==> src/rtl/cb_rr_param_if.sv <==
// Crossbar port bundle: per-input flit/request signals in, grants and per-output flits out.
// Parameters must match the cb_rr_param instance they connect to.
//   idata/ivalid/itail/ivch : input flits, one slice per input port
//   port/req                : requested output port and request, one per input
//   grt                     : grant matrix, bit [i*NPORT+o] = input i owns output o
//   odata/ovalid/ovch       : output flits, one slice per output port
// master: the side that drives flits and requests. slave: the crossbar.
interface cb_rr_param_if #(
    parameter int unsigned NPORT  = 5,
    parameter int unsigned DATA_W = 64,
    parameter int unsigned VCH_W  = 2,
    parameter int unsigned PORT_W = 3
);
    logic [NPORT*DATA_W-1:0] idata;
    logic [NPORT-1:0]        ivalid;
    logic [NPORT-1:0]        itail;
    logic [NPORT*VCH_W-1:0]  ivch;
    logic [NPORT*PORT_W-1:0] port;
    logic [NPORT-1:0]        req;
    logic [NPORT*NPORT-1:0]  grt;
    logic [NPORT*DATA_W-1:0] odata;
    logic [NPORT-1:0]        ovalid;
    logic [NPORT*VCH_W-1:0]  ovch;

    modport master (
        output idata, ivalid, itail, ivch, port, req,
        input  grt, odata, ovalid, ovch
    );

    modport slave (
        input  idata, ivalid, itail, ivch, port, req,
        output grt, odata, ovalid, ovch
    );
endinterface

==> src/rtl/cb_rr_param.sv <==
// NPORT x NPORT router crossbar with a packet-locking round-robin arbiter per output.
// Each output is an IDLE/BUSY FSM; once an input wins it owns the output until its tail
// flit is seen or it drops req. A release always leaves one IDLE cycle before the next grant.
// Ports:
//   clk   : clock, rising edge
//   rst_  : asynchronous reset, active low
//   bus   : cb_rr_param_if.slave (inputs flits/requests, outputs grants/flits)
// Build option:
//   OUTPUT_REG_EN : when defined, odata/ovalid/ovch are registered after the mux
//                   (one extra cycle of flit latency, grant timing unchanged);
//                   otherwise the output mux is combinational from owner/state.
module cb_rr_param #(
    parameter int unsigned NPORT  = 5,
    parameter int unsigned DATA_W = 64,
    parameter int unsigned VCH_W  = 2,
    parameter int unsigned PORT_W = 3
) (
    input logic          clk,
    input logic          rst_,
    cb_rr_param_if.slave bus
);

    localparam int unsigned IDX_W = (NPORT > 1) ? $clog2(NPORT) : 1;

    typedef enum logic {
        IDLE = 1'b0,
        BUSY = 1'b1
    } state_t;

    state_t           state_q [NPORT];
    state_t           state_d [NPORT];
    logic [IDX_W-1:0] owner_q [NPORT];
    logic [IDX_W-1:0] owner_d [NPORT];
    logic [IDX_W-1:0] ptr_q   [NPORT];
    logic [IDX_W-1:0] ptr_d   [NPORT];
    logic [NPORT-1:0] gnt_q   [NPORT];   // per output, one-hot over inputs
    logic [NPORT-1:0] gnt_d   [NPORT];
    logic [NPORT-1:0] req_m_c [NPORT];   // req_m_c[o][i]: input i requests output o

    logic [NPORT*DATA_W-1:0] mux_data_c;
    logic [NPORT-1:0]        mux_valid_c;
    logic [NPORT*VCH_W-1:0]  mux_vch_c;

    // Request decode; an out-of-range port field matches no output.
    always_comb begin
        for (int o = 0; o < int'(NPORT); o++) begin
            req_m_c[o] = '0;
            for (int i = 0; i < int'(NPORT); i++) begin
                req_m_c[o][i] = bus.req[i] && (bus.port[i*PORT_W +: PORT_W] == PORT_W'(o));
            end
        end
    end

    // Per-output arbiter state registers.
    always_ff @(posedge clk or negedge rst_) begin
        if (!rst_) begin
            for (int o = 0; o < int'(NPORT); o++) begin
                state_q[o] <= IDLE;
                owner_q[o] <= '0;
                ptr_q[o]   <= '0;
                gnt_q[o]   <= '0;
            end
        end else begin
            for (int o = 0; o < int'(NPORT); o++) begin
                state_q[o] <= state_d[o];
                owner_q[o] <= owner_d[o];
                ptr_q[o]   <= ptr_d[o];
                gnt_q[o]   <= gnt_d[o];
            end
        end
    end

    // Next-state: round-robin search from ptr in IDLE, release on tail or dropped req in BUSY.
    always_comb begin
        logic             found;
        logic [IDX_W-1:0] win;
        int unsigned      idx;
        found = 1'b0;
        win   = '0;
        idx   = 0;
        for (int o = 0; o < int'(NPORT); o++) begin
            state_d[o] = state_q[o];
            owner_d[o] = owner_q[o];
            ptr_d[o]   = ptr_q[o];
            gnt_d[o]   = gnt_q[o];
            found      = 1'b0;
            win        = '0;
            for (int unsigned k = 0; k < NPORT; k++) begin
                idx = 32'(ptr_q[o]) + k;
                if (idx >= NPORT) begin
                    idx = idx - NPORT;
                end
                if (!found && req_m_c[o][idx]) begin
                    found = 1'b1;
                    win   = IDX_W'(idx);
                end
            end
            case (state_q[o])
                IDLE: begin
                    if (found) begin
                        state_d[o]      = BUSY;
                        owner_d[o]      = win;
                        ptr_d[o]        = (32'(win) == NPORT - 1) ? '0 : win + 1'b1;
                        gnt_d[o]        = '0;
                        gnt_d[o][win]   = 1'b1;
                    end
                end
                BUSY: begin
                    if ((bus.ivalid[owner_q[o]] && bus.itail[owner_q[o]]) || !bus.req[owner_q[o]]) begin
                        state_d[o] = IDLE;
                        gnt_d[o]   = '0;
                    end
                end
                default: begin
                    state_d[o] = IDLE;
                    gnt_d[o]   = '0;
                end
            endcase
        end
    end

    // Grant matrix is a rewiring of the registered per-output one-hot grants.
    always_comb begin
        bus.grt = '0;
        for (int o = 0; o < int'(NPORT); o++) begin
            for (int i = 0; i < int'(NPORT); i++) begin
                bus.grt[i*NPORT + o] = gnt_q[o][i];
            end
        end
    end

    // Output mux: owner's slices while BUSY, zero otherwise.
    always_comb begin
        mux_data_c  = '0;
        mux_valid_c = '0;
        mux_vch_c   = '0;
        for (int o = 0; o < int'(NPORT); o++) begin
            if (state_q[o] == BUSY) begin
                mux_data_c[o*DATA_W +: DATA_W] = bus.idata[32'(owner_q[o])*DATA_W +: DATA_W];
                mux_vch_c[o*VCH_W +: VCH_W]    = bus.ivch[32'(owner_q[o])*VCH_W +: VCH_W];
                mux_valid_c[o]                 = bus.ivalid[owner_q[o]];
            end
        end
    end

`ifdef OUTPUT_REG_EN
    // Registered outputs: one cycle behind the mux.
    always_ff @(posedge clk or negedge rst_) begin
        if (!rst_) begin
            bus.odata  <= '0;
            bus.ovalid <= '0;
            bus.ovch   <= '0;
        end else begin
            bus.odata  <= mux_data_c;
            bus.ovalid <= mux_valid_c;
            bus.ovch   <= mux_vch_c;
        end
    end
`else
    assign bus.odata  = mux_data_c;
    assign bus.ovalid = mux_valid_c;
    assign bus.ovch   = mux_vch_c;
`endif

endmodule

==> src/flat_wrapper.sv <==
// flat-port wrapper written by rule: the top's interface ports become plain ports
module cb_rr_param_flat 
#(
    parameter int unsigned NPORT  = 5,
    parameter int unsigned DATA_W = 64,
    parameter int unsigned VCH_W  = 2,
    parameter int unsigned PORT_W = 3
)
  (clk, rst_, bus_idata, bus_ivalid, bus_itail, bus_ivch, bus_port, bus_req, bus_grt, bus_odata, bus_ovalid, bus_ovch);
  cb_rr_param_if #(.NPORT(NPORT), .DATA_W(DATA_W), .VCH_W(VCH_W), .PORT_W(PORT_W)) bus_i ();
  input logic clk;
  input logic rst_;
  input wire logic [$bits(bus_i.idata)-1:0] bus_idata;
  input wire logic [$bits(bus_i.ivalid)-1:0] bus_ivalid;
  input wire logic [$bits(bus_i.itail)-1:0] bus_itail;
  input wire logic [$bits(bus_i.ivch)-1:0] bus_ivch;
  input wire logic [$bits(bus_i.port)-1:0] bus_port;
  input wire logic [$bits(bus_i.req)-1:0] bus_req;
  output wire logic [$bits(bus_i.grt)-1:0] bus_grt;
  output wire logic [$bits(bus_i.odata)-1:0] bus_odata;
  output wire logic [$bits(bus_i.ovalid)-1:0] bus_ovalid;
  output wire logic [$bits(bus_i.ovch)-1:0] bus_ovch;
  assign bus_i.idata = bus_idata;
  assign bus_i.ivalid = bus_ivalid;
  assign bus_i.itail = bus_itail;
  assign bus_i.ivch = bus_ivch;
  assign bus_i.port = bus_port;
  assign bus_i.req = bus_req;
  assign bus_grt = bus_i.grt;
  assign bus_odata = bus_i.odata;
  assign bus_ovalid = bus_i.ovalid;
  assign bus_ovch = bus_i.ovch;
  cb_rr_param #(.NPORT(NPORT), .DATA_W(DATA_W), .VCH_W(VCH_W), .PORT_W(PORT_W)) u_core (.clk(clk), .rst_(rst_), .bus(bus_i));
endmodule
==> config.mk <==
export PLATFORM = sky130hd
export DESIGN_NAME = cb_rr_param_flat
export DESIGN_NICKNAME = d
export VERILOG_FILES = /design/src/rtl/cb_rr_param_if.sv /design/src/rtl/cb_rr_param.sv /design/src/flat_wrapper.sv
export SDC_FILE = /design/constraint.sdc
export NUM_CORES = 1
export LEC_CHECK = 0
export BUFFER_PORTS_ARGS = -buffer_cell sky130_fd_sc_hd__buf_2
export CORE_AREA = 4 4 276 278
export DETAILED_ROUTE_END_ITERATION = 12
export DIE_AREA = 0 0 280 282
export GPL_ROUTABILITY_DRIVEN = 0
export GPL_TIMING_DRIVEN = 0
export PLACE_DENSITY = 0.48
export SYNTH_ARGS = -nofsm -noshare
export SYNTH_HDL_FRONTEND = slang
export SYNTH_SLANG_ARGS = --single-unit
export TNS_END_PERCENT = 1
==> constraint.sdc <==
create_clock -name clk -period 5.8 [get_ports clk]
set_clock_uncertainty 0.05 [all_clocks]
set_input_delay 0.29 -clock clk [delete_from_list [all_inputs] [get_ports clk]]
set_output_delay 0.29 -clock clk [all_outputs]
set_load 0.1 [all_outputs]
==> results by group <==
STA
  – Pins Over Slew Limit: 0
  – Final period util: 100.5%
  – Setup violations, final: 1
  – Worst-Margin Slew: 1.447 ns
  – Min setup slack post-route: -0.02989 ns
  – Slew margin rel.: 3.560%
  – Setup repair after global routing missed its margin: no
  – Hold Fails Final Rpt: 0
  – Minimum clock period: 5.830 ns
  – Highest Clock Rate: 0.1715 GHz
  – Final TNS setup: -0.02989 ns
  – Worst hold slack: 0.3805 ns

Worst hold path
  – Hold/Removal Path Class: in -> async

Cells and area
  – Area growth, synth to finish: 24.30%
  – Multi-input logic area: 0.01898 sq mm
  – Sequential cell area: 0.001501 sq mm
  – Non-Filler Instances: 4,550
  – Layout cells sized above 1: 26.56%
  – Total Nets Final: 3,958
  – Fillcell total: 8,198

Critical path
  – Critical Path AT: 5.49 ns
  – Crit Path Class: reg -> out
  – Startpoint types: register
  – R2r setup slk: 0.94 ns
  – Req. time, crit path: 5.46 ns
  – R2R Path Start: u_core.ptr_q[0]
  – Critical-path top delay cell: dfrtp_1
  – Buffers and inverters on the worst path: 4
  – Critical Path Sink: bus_odata[23]
  – CP max FO: 11
  – CP peak stage delay: 1.00 ns
  – Setup crit end kind: primary output
  – Crit-path cells: buf_1, clkdlybuf4s15_1, clkbuf_1, mux2i_1, o22ai_1, and2_1, buf_2
  – R2r worst-path depth: 15
  – R2r endpoint: u_core.ptr_q[2]
  – Largest delay contributor family on the critical path: buffers and inverters
  – CP startpoint: u_core.owner_q[12]
  – Crit. path cell count: 7

Routing
  – DR vias: 29,305
  – DRT Wirelength: 161,300 um
  – TritonRoute pass-1 iters: 6
  – Routed len/inst: 35.46 um
  – # DRC: 0
  – Routed Antenna Nets: 0
  – 1st-iter DRT viols: 3,934
  – Via density per instance: 6.441

Outcome
  – Violated checks: negative setup slack
  – Status: finished, violations left

Floorplan
  – FP Rows: 100
  – Top-level I/O count: 722
  – Die Y: 282 um
  – Die extent in x: 280 um
  – Die footprint: 0.07896 sq mm
  – Starting Density: 29.33%
  – CORE AREA: 0.07395 sq mm

Clock tree
  – CTS tree: built
  – CTS Buffer Depth: 2
  – Clk sinks: 60
  – Root buffer cell: clkbuf_16
  – CTS clk-pin slew, worst paths: 0.06 ns
  – Post-CTS setup buffers: 0
  – Skew-Pair Late Insertion Delay: 0.35 ns
  – CTS Buf Count: 9
  – H-tree depth: 3

Global routing
  – Total gr overflow: 0
  – Initial antenna violation count: 49
  – Total GRT Usage: 38.36%
  – First-pass GRT wire length: 217,200 um
  – Largest net degree at the start of global routing: 33
  – Number of global-route vias before repair: 27,429

Logic synthesis
  – Syn_area_per_cell: 7.724 sq um
  – Async set or reset register ratio after synthesis: 100.0%
  – Top-area cell type share of the netlist area: 18.55%
  – Sequential share of the synthesized area: 6.922%
  – Dominant synthesized flop cell: dfrtp_1
  – Synth area leaders: mux2i_1 19%, mux4_2 13%, dfrtp_1 6.9%
  – Warnings, synthesis: 0
  – Number of synthesized flops with an enable pin: 0
  – Syn Inst Count: 2,808
  – Mapped Area: 0.02169 sq mm
  – Most common cell in the netlist: mux2i_1
  – Synth cell types: 101
  – Commonest cells in the netlist: 402 x mux2i_1, 232 x nor2_1, 227 x o22ai_1, 213 x a21oi_1, 201 x clkbuf_1
  – Syn_nets: 3,224
  – Area leader, netlist: mux2i_1
  – Seq cells post-synth: 60

Place
  – Worst slack, placed: 0.1161 ns
  – Dpl hpwl: 122,300 um
  – Dpl cells: 4,500
  – Port Buf Inserts: 721

Flow run
  – Max Cap Viol: 0
-- area by class of cell --
cell class | count | share of cell area [%]
clock buffer | 12 | 0.9514
multi-input combinational | 2425 | 70.40
timing repair buffer | 724 | 13.55
buffer | 262 | 3.708
tap | 969 | 4.497
inverter | 60 | 0.8353
sequential | 60 | 5.569
clock inverter | 4 | 0.1764
antenna | 34 | 0.3156
-- metal layers --
metal  share of wire [%]  wire [um]  track usage, %  up-vias
li1                    -          -               -    12250
met1                  38      61650           47.74    14303
met2                  43      69920           59.14     2188
met3                  11      18470           11.64      544
met4                 6.9      11130           21.90       20
met5               0.096        155               0        -
-- what timing repair did --
| item | in CTS | in global routing |
|---|---|---|
| endpoints found under the setup margin | 4 | 9 |
| pin swaps | 0 | 0 |
| hold buffers | 1 | 0 |
| endpoints found under the hold margin | 28 | 0 |
| resized for setup | 2 | 2 |
-- metrics by stage --
step | instance area [sq um] | util, %
3_3_place_gp | 26510 | 35.85
4_1_cts | 26870 | 36.34
2_1_floorplan | 21690 | -
6_report | 26960 | 36.46
3_5_place_dp | 26550 | 35.91
5_1_grt | 26920 | 36.41
-- worst min path at each step --
stage | endpoint | cells past startpoint
floorplan | u_core.bus.grt[0] | 0
global placement | u_core.bus.grt[21] | 2
detailed placement | u_core.ptr_q[12] | 1
CTS | u_core.ptr_q[12] | 2
global route | u_core.ptr_q[12] | 2
finish | u_core.ptr_q[12] | 2
-- sequential cells by signal, summed over array words and instances, names as in the netlist --
name,cells
u_core.bus.grt,25
u_core.owner_q,15
u_core.ptr_q,15
u_core.state_q,5
-- kinds of logic after synthesis --
| kind of cell | synth area share [%] |
|---|---|
| compound gates | 27.84 |
| xor+xnor | 1.292 |
| fa+ha+maj | 3.288 |
| buf+inv | 5.624 |
| flops | 6.922 |
| mux | 32.59 |
| simple gates | 22.45 |
-- layout by cell type (no fill, tap or decap), types with 11 or more instances in the layout --
cell,instances
o22a_1,70
inv_1,53
buf_1,55
diode_2,34
a21boi_0,75
mux4_2,127
a21o_1,12
buf_2,726
a211oi_1,11
nand2_1,90
nor2_1,231
nor3_1,90
xnor2_1,27
and3_1,12
nand2b_1,29
o21ai_0,46
or2_2,15
clkbuf_1,199
ha_1,49
o31ai_1,15
nand3_1,30
mux2_2,15
mux2i_1,402
a22oi_1,102
dfrtp_1,60
and2_1,154
nor2b_1,167
o22ai_1,227
a21oi_1,213
a31oi_1,18
Power is not shown: default switching activity piles up to over one toggle a cycle in this logic, so the estimate is an artifact.
